<file path="src/rtl/hex_scan_ctrl.sv">
// Time-multiplexed 7-segment scan controller sharing one hex decoder across NUM_DIGITS digits.
// Optional build macro: LEADING_ZERO_BLANK_EN darkens digits above the most significant nonzero nibble.
module hex_scan_ctrl #(
  parameter int NUM_DIGITS = 4,
  parameter int DWELL      = 1000,
  parameter int GAP        = 8
) (
  input  logic                    clk,
  input  logic                    reset,
  input  logic                    load,
  input  logic [4*NUM_DIGITS-1:0] data_in,
  input  logic [NUM_DIGITS-1:0]   blank_in,
  output logic                    ack,
  output logic                    frame,
  output logic [3:0]              nib,
  output logic [NUM_DIGITS-1:0]   dig_en,
  output logic                    state_dbg
);

  localparam int CNT_MAX = (DWELL > GAP) ? DWELL : GAP;
  localparam int CNT_W   = (CNT_MAX > 1) ? $clog2(CNT_MAX) : 1;
  localparam int IDX_W   = $clog2(NUM_DIGITS);

  // Handshake: load is a one-cycle strobe that is always accepted; ack pulses
  // for one cycle at the frame boundary where the staged data becomes live.
  typedef enum logic {
    S_GAP  = 1'b0,
    S_SHOW = 1'b1
  } state_t;

  state_t                  state_q;
  logic [CNT_W-1:0]        cnt_q;
  logic [IDX_W-1:0]        idx_q;
  logic [4*NUM_DIGITS-1:0] live_data_q;
  logic [NUM_DIGITS-1:0]   live_blank_q;
  logic [4*NUM_DIGITS-1:0] staged_data_q;
  logic [NUM_DIGITS-1:0]   staged_blank_q;
  logic                    pending_q;
  logic                    ack_q;
  logic                    frame_q;
  logic [3:0]              nib_q;
  logic [NUM_DIGITS-1:0]   dig_en_q;

  logic                    gap_done;
  logic                    show_done;
  logic                    boundary;
  logic                    transfer;
  logic [IDX_W-1:0]        idx_d;
  logic [4*NUM_DIGITS-1:0] live_data_d;
  logic [NUM_DIGITS-1:0]   live_blank_d;
  logic [NUM_DIGITS-1:0]   blank_eff;
  logic [3:0]              nib_d;
  logic [NUM_DIGITS-1:0]   show_en_d;

  assign gap_done     = (state_q == S_GAP)  && (cnt_q == CNT_W'(GAP - 1));
  assign show_done    = (state_q == S_SHOW) && (cnt_q == CNT_W'(DWELL - 1));
  assign boundary     = show_done && (idx_q == IDX_W'(NUM_DIGITS - 1));
  assign transfer     = boundary && pending_q;
  assign idx_d        = (idx_q == IDX_W'(NUM_DIGITS - 1)) ? '0 : idx_q + IDX_W'(1);
  assign live_data_d  = transfer ? staged_data_q  : live_data_q;
  assign live_blank_d = transfer ? staged_blank_q : live_blank_q;

`ifdef LEADING_ZERO_BLANK_EN
  logic [NUM_DIGITS-1:0] lz_mask;
  logic                  nz_above;

  // Walk down from the top digit; everything above the first nonzero nibble is dark.
  always_comb begin
    lz_mask  = '0;
    nz_above = 1'b0;
    for (int k = NUM_DIGITS - 1; k >= 1; k--) begin
      nz_above   = nz_above | (live_data_q[4*k +: 4] != 4'h0);
      lz_mask[k] = ~nz_above;
    end
  end

  assign blank_eff = live_blank_q | lz_mask;
`else
  assign blank_eff = live_blank_q;
`endif

  always_comb begin
    nib_d     = 4'h0;
    show_en_d = '0;
    for (int k = 0; k < NUM_DIGITS; k++) begin
      if (idx_d == IDX_W'(k)) nib_d = live_data_d[4*k +: 4];
      if (idx_q == IDX_W'(k)) show_en_d[k] = ~blank_eff[k];
    end
  end

  always_ff @(posedge clk or posedge reset) begin
    if (reset) begin
      state_q        <= S_GAP;
      cnt_q          <= '0;
      idx_q          <= '0;
      live_data_q    <= '0;
      live_blank_q   <= '1;
      staged_data_q  <= '0;
      staged_blank_q <= '1;
      pending_q      <= 1'b0;
      ack_q          <= 1'b0;
      frame_q        <= 1'b0;
      nib_q          <= 4'h0;
      dig_en_q       <= '0;
    end else begin
      ack_q   <= 1'b0;
      frame_q <= 1'b0;
      case (state_q)
        S_GAP: begin
          if (gap_done) begin
            state_q  <= S_SHOW;
            cnt_q    <= '0;
            dig_en_q <= show_en_d;
          end else begin
            cnt_q <= cnt_q + CNT_W'(1);
          end
        end
        S_SHOW: begin
          if (show_done) begin
            state_q  <= S_GAP;
            cnt_q    <= '0;
            idx_q    <= idx_d;
            dig_en_q <= '0;
            // nib moves only here so the decoder settles during the gap.
            nib_q    <= nib_d;
            frame_q  <= boundary;
            ack_q    <= transfer;
          end else begin
            cnt_q <= cnt_q + CNT_W'(1);
          end
        end
        default: begin
          state_q <= S_GAP;
          cnt_q   <= '0;
        end
      endcase

      live_data_q  <= live_data_d;
      live_blank_q <= live_blank_d;

      // A load coinciding with the boundary stays pending for the next one.
      if (load) begin
        staged_data_q  <= data_in;
        staged_blank_q <= blank_in;
        pending_q      <= 1'b1;
      end else if (boundary) begin
        pending_q <= 1'b0;
      end
    end
  end

  assign ack       = ack_q;
  assign frame     = frame_q;
  assign nib       = nib_q;
  assign dig_en    = dig_en_q;
  assign state_dbg = state_q;

endmodule

</file>
<file path="config.mk">
export PLATFORM = sky130hd
export DESIGN_NAME = hex_scan_ctrl
export DESIGN_NICKNAME = d
export VERILOG_FILES = /design/src/rtl/hex_scan_ctrl.sv
export SDC_FILE = /design/constraint.sdc
export NUM_CORES = 1
export LEC_CHECK = 0
export ABC_AREA = 0
export CAP_MARGIN = 20
export CORE_MARGIN = 2
export CORE_UTILIZATION = 49
export CTS_BUF_LIST = sky130_fd_sc_hd__clkbuf_4
export DETAILED_ROUTE_END_ITERATION = 10
export HOLD_SLACK_MARGIN = 0.05
export PLACE_DENSITY = 0.79
export SLEW_MARGIN = 20
export SYNTH_ARGS = -nofsm -noshare
export SYNTH_HDL_FRONTEND = slang
export SYNTH_SLANG_ARGS = --single-unit
export TNS_END_PERCENT = 1
</file>
<file path="constraint.sdc">
create_clock -name clk -period 3 [get_ports clk]
set_input_delay 0.3 -clock clk [delete_from_list [all_inputs] [get_ports clk]]
set_output_delay 0.3 -clock clk [all_outputs]
set_load 0.01 [all_outputs]
</file>
==> metrics.txt, run 1 <==
CTS root buf clkbuf_4; Die Y around 80 microns; grt ovf 0; Yosys warnings 0; Core Area about 0.0055 sq mm; Iter 0 DRT Violations 84; Switching Fraction 0.236; post-synthesis cell area approximately 0.0028 sq mm; most common cell after layout, fill and taps aside dfrtp_1; Core Util, Final 0.608; IO buf count 33; fmax 422 MHz; n_diodes 0; share of layout cells above drive strength 1 0.302; Tmin final 2370 ps; metal3 WL ~200 microns; Max Used Layer met4; worst slack at placement roughly 680 ps; worst endpoint required time between 3000 and 4000 ps; Nets between 200 and 300; GPL Wtd Cong around 0.77; Synth Area in Compound Gates 0.0536; Peak VDD IR 0.259 mV; largest net degree at the start of global routing 65; wire length of the first global-routing pass between 8 and 9 mm; post-CTS sizing 0; CP endpoint kind flip-flop; Least-Margin Pin Slew a little under 1000 ps; period utilization 0.791; multiplexer area fraction after synthesis 0.172; nature of the critical path startpoint flip-flop; Switch Pwr between 0.0003 and 0.0004 W; status completed; met2 WL post-DR 2.21 mm; Max clock buf depth 2; Final Hold Viols 0; internal power around 0.0012 W; CP Data Arrival Time between 2000 and 3000 ps; most frequent cells in the layout 56 x dfrtp_1, 40 x mux2_2, 33 x clkdlybuf4s50_1; ys flop type dfrtp_1; TritonCTS buffer count 9; Die ar. ~0.0063 sq mm; metal1 wirelength between 2 and 2.5 mm; Max Slew Vio Count 0; Seq/Total Area, Yosys 0.576; # DRC 0; largest family of logic cells by synthesized area multiplexers; xor/xnor share of the synthesized area 0.0188; vias in the first global route approximately 1,700; Worst-path clk slew ~120 ps; sequential power share 0.580; Syn Area/Cell between 10 and 15 sq um; top cells by area, synth dfrtp_1 50%, mux2_2 16%, dfstp_2 7.5%; hold_buf cts 0; Clock Skews 15.2 ps; clock sink total 64; Post-CTS Setup Bufs 0; number of H-tree levels 3; Post-synth EDFFs 0; synthesized netlist net count approximately 240; CTS tree built; Initial Utilization 0.509; DRT Wirelength 4.85 mm; relative slew slack 0.338; Distinct cells, synth 38; Logic pwr share 0.052; post-synth top area share 0.500; P per Cell Area between 400 and 500 mW/mm^2; Fillers around 430; Fin Hold WS about 420 ps; Rows 27; worst setup margin about 630 ps; async set or reset register ratio after synthesis 1.00; vias post-DR 1,745; Fin Setup TNS 0 ps; Overall Global Routing Usage 0.174; DP HPWL around 3.3 mm; Crit Path Max Fanout 12; clock group share of total power 0.369; Die Span X between 70 and 80 microns; latest clock arrival within the worst-skew pair 410 ps; post-synthesis adder-cell area fraction 0.0357; Syn Inst Count 212; via/cell ratio about 5.3; Ports 34; RSZ-0062 raised after global routing no; cell taking the most area after synthesis dfrtp_1; post-route cell area approximately 0.0033 sq mm; final setup violation count 0; simple-gate area share of the yosys netlist 0.118; antenna violation net count after detailed routing 0; First-pass DRT Iterations 4; synthesis-stage register bit count 64; maxcap violations 0; critical path class flip-flop to flip-flop; drt wl/cell around 15 microns; DP Area about 0.0032 sq mm; Leak about 1.5 nW; initial antenna violation count 0; area delta synth->final 19.5%; Hold Path Class input pin to asynchronous set/reset pin
-- metrics by stage --
step                instances  total power [W]
global route              330          0.00165
global placement          314          0.00100
floorplan                 212         0.000964
detailed placement        314          0.00101
finish                    330          0.00157
CTS                       330          0.00159
-- cells in the mapped netlist (4+ instances only) --
master and n:
dfrtp_1 56, mux2_2 40, nand2_1 12, nand3_1 9
nor2_1 9, dfstp_2 8, ha_1 8, inv_1 8
a21oi_1 5, and3_1 5, xor2_1 5, o21ai_0 4
or3_1 4
-- area by class of cell --
class | count | area (sq um) | share of cell area
Tap cell | 72 | 90.1 | 0.0269
Timing Repair Buffer | 37 | 360 | 0.108
Clock inverter | 7 | 72.6 | 0.0217
Clock buffer | 9 | 67.6 | 0.0202
Multi-Input combinational cell | 133 | 1110 | 0.333
Sequential cell | 64 | 1610 | 0.481
Inverter | 8 | 30.0 | 0.00897
-- path summary, 6_finish.rpt --
| kind | start | endpoint | slack, ps | cells after the start |
|---|---|---|---|---|
| worst max-delay path | cnt_q[0]$_DFF_PP0_ | nib[3]$_DFFE_PP0P_ | 630 | 7 |
| worst min-delay path | reset | live_data_q[3]$_DFF_PP0_ | 420 | 3 |
| worst max register to register | cnt_q[0]$_DFF_PP0_ | nib[3]$_DFFE_PP0P_ | 630 | 7 |
| worst min register to register | cnt_q[0]$_DFF_PP0_ | cnt_q[0]$_DFF_PP0_ | 500 | 1 |
| max in group asynchronous | reset | idx_q[0]$_DFFE_PP0P_ | 2070 | 3 |
| min in group clk | data_in[4] | staged_data_q[4]$_DFFE_PP0P_ | 490 | 2 |
-- worst max-delay path: stages, from the launching register on --
cell	delay (ps)
dfrtp_1	410
ha_1	260
nand4bb_1	250
nor3_2	220
buf_4	250
mux2_2	370
a211o_1	290
o31a_1	230
-- sequential cells by signal (all words and copies together), names as in the netlist --
name / count
dig_en: 4
pending_q: 1
blank_eff: 4
ack: 1
live_data_q: 16
state_dbg: 1
staged_blank_q: 4
nib: 4
frame: 1
cnt_q: 10
idx_q: 2
staged_data_q: 16
-- power groups by stage --
stage          Clock (W)  Sequential, W  Combinational (W)
2_1_floorplan          0       0.000919          0.0000452
3_3_place_gp           0       0.000924          0.0000807
3_5_place_dp           0       0.000926          0.0000832
4_1_cts         0.000595       0.000909          0.0000837
5_1_grt         0.000643       0.000913          0.0000893
6_report        0.000578       0.000908          0.0000807
-- kinds of logic (layout without fill, tap and decap cells) --
| family | after synthesis | after routing |
|---|---|---|
| xor+xnor | 6 | 6 |
| mux | 43 | 43 |
| buf+inv | 15 | 61 |
| flops | 64 | 64 |
| simple gates | 56 | 56 |
| fa+ha+maj | 8 | 8 |
| compound gates | 20 | 20 |
-- routing by layer --
layer  vias to the layer above  track usage
met4                         0       0.0983
li1                        841            -
met5                         -            0
met1                       857        0.238
met2                        38        0.247
met3                         9       0.0509
Note: power is estimated with default switching activity, not from simulation.
==> run 2: changes to the inputs <==
PLACE_DENSITY = 0.81   (was 0.79)
clock period = 2.16 ns   (was 3 ns; I/O delays follow)
==> metrics.txt, run 2 (same netlist as run 1, synthesis figures left out) <==
relative slew slack 0.784; Fillers roughly 420; worst r2r path cells 7; Die Y between 70 and 80 microns; share of layout cells above drive strength 1 0.344; final setup violation count 0; First-pass DRT Iterations 4; IO buf count 33; CTS tree built; DP HPWL roughly 3.4 mm; critical path class flip-flop to flip-flop; Die Span X just under 80 microns; CTS root buf clkbuf_4; most frequent cells in the layout 56 x dfrtp_1, 38 x mux2_2, 33 x clkdlybuf4s50_1; Final Hold Viols 0; Max clock buf depth 2; Fin Setup TNS 0 ps; r2r endpoint nib[3]$_DFFE_PP0P_; Core Area between 0.005 and 0.006 sq mm; clock sink total between 60 and 70; Leak approximately 1.6 nW; Worst-path clk slew 110 ps; Tmin final between 2000 and 2500 ps; Nets ~300; status completed; Clock Skews ~12 ps; P per Cell Area between 500 and 600 mW/mm^2; nature of the critical path startpoint flip-flop; most common cell after layout, fill and taps aside dfrtp_1; via/cell ratio just over 5; antenna violation net count after detailed routing 0; vias in the first global route ~1,800; crit-path cells ha_2 -> nand4bb_4 -> nor3_4 -> buf_4 -> mux2_4 -> and3b_1 -> o31a_1; Placed Cells around 320; Least-Margin Pin Slew approximately 320 ps; Max stage delay cell, worst path dfrtp_1; Die ar. roughly 0.0063 sq mm; GPL Wtd Cong ~0.8; Rows 27; vias post-DR roughly 1,800; final instance count without filler cells between 300 and 400; Iter 0 DRT Violations around 130; fmax about 480 MHz; Reg area between 0.0015 and 0.002 sq mm; DRT Wirelength roughly 5.0 mm; Peak VDD IR a little under 0.5 mV; Hold Path Class input pin to asynchronous set/reset pin; Initial Utilization 0.509; Largest regs live_data_q x16, staged_data_q x16, cnt_q x10; Overall Global Routing Usage 0.181; number of H-tree levels 3; n_diodes 0; latest clock arrival within the worst-skew pair between 300 and 400 ps; period utilization 0.959; CP Data Arrival Time approximately 2400 ps; # DRC 0; largest net degree at the start of global routing 65; multi-input logic area ~0.0012 sq mm; grt ovf 0; Max Slew Vio Count 0; CP endpoint kind flip-flop; TritonCTS buffer count 9; hold_buf cts 0; max incr delay on CP roughly 400 ps; Fin Hold WS a little over 200 ps; reg2reg start cnt_q[0]$_DFF_PP0_; Ports 34; worst endpoint required time around 2500 ps; initial antenna violation count 0; maxcap violations 0; reg2reg setup slack around 90 ps; Core Util, Final 0.632; area delta synth->final 24.3%; drt wl/cell 14.5 microns; wire length of the first global-routing pass ~8.7 mm; Crit Path Max Fanout 4
run 2: worst max-delay path by stage:
stage	start	to	slack, ps	depth (start not counted)
2_1_floorplan	idx_q[0]$_DFFE_PP0P_	nib[3]$_DFFE_PP0P_	100	7
5_1_grt	cnt_q[0]$_DFF_PP0_	nib[3]$_DFFE_PP0P_	-20	7
6_report	cnt_q[0]$_DFF_PP0_	nib[3]$_DFFE_PP0P_	90	7
3_5_place_dp	cnt_q[5]$_DFF_PP0_	nib[0]$_DFFE_PP0P_	-80	6
4_1_cts	cnt_q[0]$_DFF_PP0_	nib[0]$_DFFE_PP0P_	40	7
3_3_place_gp	cnt_q[5]$_DFF_PP0_	nib[0]$_DFFE_PP0P_	70	6
run 2: per-layer routing:
layer	vias to the layer above	track usage	part of all wire
met2	45	0.273	0.48
li1	866	-	-
met1	880	0.238	0.47
met5	-	0	0
met4	0	0.0603	0.0056
met3	2	0.0747	0.047
run 2: timing repair:
item,in CTS,in global routing
setup endpoints to repair,3,16
setup buffers,2,5
pin swaps,1,1
resized for setup,2,5
run 2: stage by stage:
stage	area [sq um]	setup slack [ps]	total power (W)
final	3480	89.6	0.00203
after global placement	3280	69.5	0.00140
after CTS	3410	43.3	0.00206
after detailed placement	3280	-80.9	0.00140
after global routing	3480	-18.2	0.00213
after floorplan	2800	96.1	0.00134
run 2: layout make-up:
type / count / share of cell area
clock buffer: 11 / 0.0237
sequential: 64 / 0.463
clock inverter: 5 / 0.00719
tap: 72 / 0.0259
multi-input combinational: 133 / 0.331
timing repair buffer: 52 / 0.141
inverter: 8 / 0.00863
run 2: power breakdown:
| group | switching [W] | internal [W] | total (W) | leakage [nW] |
|---|---|---|---|---|
| clock | 0.000395 | 0.000252 | 0.000647 | 0.0617 |
| combinational | 0.0000434 | 0.0000731 | 0.000116 | 0.728 |
| sequential | 0.0000211 | 0.00124 | 0.00126 | 0.799 |
| total | 0.000460 | 0.00157 | 0.00203 | 1.59 |
run 2: worst max-delay path: cells and delay by family (launching register included):
family	cells	cell delay, ps
and+or+nand+nor	3	580
DFF	1	400
muxes	1	300
AOI/OAI and AO/OA	1	290
adders and majority gates	1	230
buffers and inverters	1	170
==> run 3: changes to the inputs <==
CORE_UTILIZATION = 35   (was 49)
PLACE_DENSITY = 0.63   (was 0.81)
==> metrics.txt, run 3 (same netlist as run 1, synthesis figures left out) <==
status completed; area delta synth->final 27.9%; internal power between 0.0015 and 0.002 W; Core Util, Final 0.464; grt ovf 0; Core Area 0.00773 sq mm; share of layout cells above drive strength 1 0.358; via/cell ratio 4.76; Max clock buf depth 2; largest net degree at the start of global routing 65; Die Span X 93.4 microns; fmax around 480 MHz; initial antenna violation count 0; Tmin final between 2000 and 2500 ps; n_diodes 0; most frequent cells in the layout 56 x dfrtp_1, 36 x mux2_2, 33 x clkdlybuf4s50_1; Hold Path Class input pin to asynchronous set/reset pin; Fin Hold WS about 200 ps; Least-Margin Pin Slew 459 ps; Rows 32; # DRC 0; start point of the critical path cnt_q[0]$_DFF_PP0_; DRT Wirelength around 5.1 mm; post-layout power 0.00228 W; CTS tree built; vias post-DR 1,788; Logic pwr share 0.051; Overall Global Routing Usage 0.135; sequential power share 0.553; clock sink total 64; number of H-tree levels 3; RSZ-0062 raised after global routing yes; relative slew slack 0.694; Nets 300; Final Hold Viols 0; reg2reg start cnt_q[0]$_DFF_PP0_; Crit Path Max Fanout 6; final setup violation count 0; wire length of the first global-routing pass roughly 9.1 mm; worst setup margin 75.9 ps; antenna violation net count after detailed routing 0; DP HPWL approximately 3.6 mm; First-pass DRT Iterations 4; period utilization 0.965; Switch Pwr about 0.00046 W; TritonCTS buffer count 9; drt wl/cell about 14 microns; CP endpoint kind flip-flop; critical path class flip-flop to flip-flop; maxcap violations 0; clock group share of total power 0.396; Peak VDD IR between 0.4 and 0.5 mV; Ports 34; Initial Utilization 0.362; Switching Fraction 0.203; nature of the critical path startpoint flip-flop; crit-path cells ha_2 -> nand4bb_1 -> nor3_2 -> buf_4 -> buf_6 -> mux2_4 -> and3b_1 -> o31a_1; Clock Skews approximately 15 ps; IO buf count 33; final instance count without filler cells between 300 and 400; worst endpoint required time around 2500 ps; Die Y 93.4 microns; Fillers about 700; most common cell after layout, fill and taps aside dfrtp_1; GPL Wtd Cong 0.724; Largest regs live_data_q x16, staged_data_q x16, cnt_q x10; Max Slew Vio Count 0; latest clock arrival within the worst-skew pair approximately 400 ps; Die ar. ~0.0087 sq mm; vias in the first global route 1,925; CP Data Arrival Time around 2400 ps; Leak between 1.5 and 2 nW; worst slack at placement around 74 ps; Placed Cells ~360; Max stage delay cell, worst path dfrtp_1; CTS root buf clkbuf_4; max incr delay on CP about 400 ps; Iter 0 DRT Violations slightly below 90; P per Cell Area roughly 640 mW/mm^2; Worst-path clk slew ~100 ps
run 3: cell types whose count changed in the layout (fill, tap and decap cells not counted), sizes merged:
cell      previous run  this run
buf                 19        20
bufinv               0         2
clkbuf              11        12
clkinv               4         2
clkinvlp             1         0
run 3: what timing repair did:
item,CTS,global route
resized for setup,0,11
endpoints found under the setup margin,0,4
hold buffers,0,0
buffers inserted,0,5
run 3: path summary, 6_finish.rpt:
check	endpoint	slack [ps]	cells past startpoint
worst max-delay path	nib[3]$_DFFE_PP0P_	80	8
worst min-delay path	cnt_q[9]$_DFF_PP0_	200	3
worst max register to register	nib[3]$_DFFE_PP0P_	80	8
worst min register to register	dig_en[3]$_DFFE_PP0P_	500	2
max in group asynchronous	staged_blank_q[3]$_DFFE_PP1P_	1650	3
min in group clk	staged_data_q[0]$_DFFE_PP0P_	420	2
run 3: stage by stage:
stage / TNS, ps / instance area (sq um)
after floorplan: 0 / 2800
after global routing: -69.7 / 3580
after CTS: 0 / 3500
final: 0 / 3580
after global placement: 0 / 3340
after detailed placement: 0 / 3340
run 3: layer usage:
layer / track usage / vias up / wire, microns
li1: - / 868 / -
met1: 0.175 / 879 / 2480
met2: 0.202 / 32 / 2320
met3: 0.0467 / 9 / 218
met4: 0.0625 / 0 / 68
met5: 0 / - / 0
run 3: power by group through the flow:
stage / logic, W / clock network (W) / registers, W
global route: 0.000130 / 0.000992 / 0.00127
detailed placement: 0.000120 / 0 / 0.00129
finish: 0.000116 / 0.000903 / 0.00126
CTS: 0.000120 / 0.000935 / 0.00126
floorplan: 0.0000628 / 0 / 0.00128
global placement: 0.000117 / 0 / 0.00128
run 3: worst max-delay path: cells and delay by family (launching register included):
kind | cells | cell delay, ps
adder cells (fa/ha/maj) | 1 | 200
multiplexers | 1 | 290
AO/OA/AOI/OAI | 1 | 260
buffers and inverters | 2 | 290
AND/OR/NAND/NOR | 3 | 530
flip-flops | 1 | 400
run 3: layout make-up:
class	count	area [sq um]	area share
clock inverter	4	68.8	0.0192
sequential	64	1610	0.450
inverter	8	30.0	0.00838
timing repair buffer	53	500	0.140
multi-input combinational	133	1150	0.322
clock buffer	12	90.1	0.0251
tap	102	128	0.0356
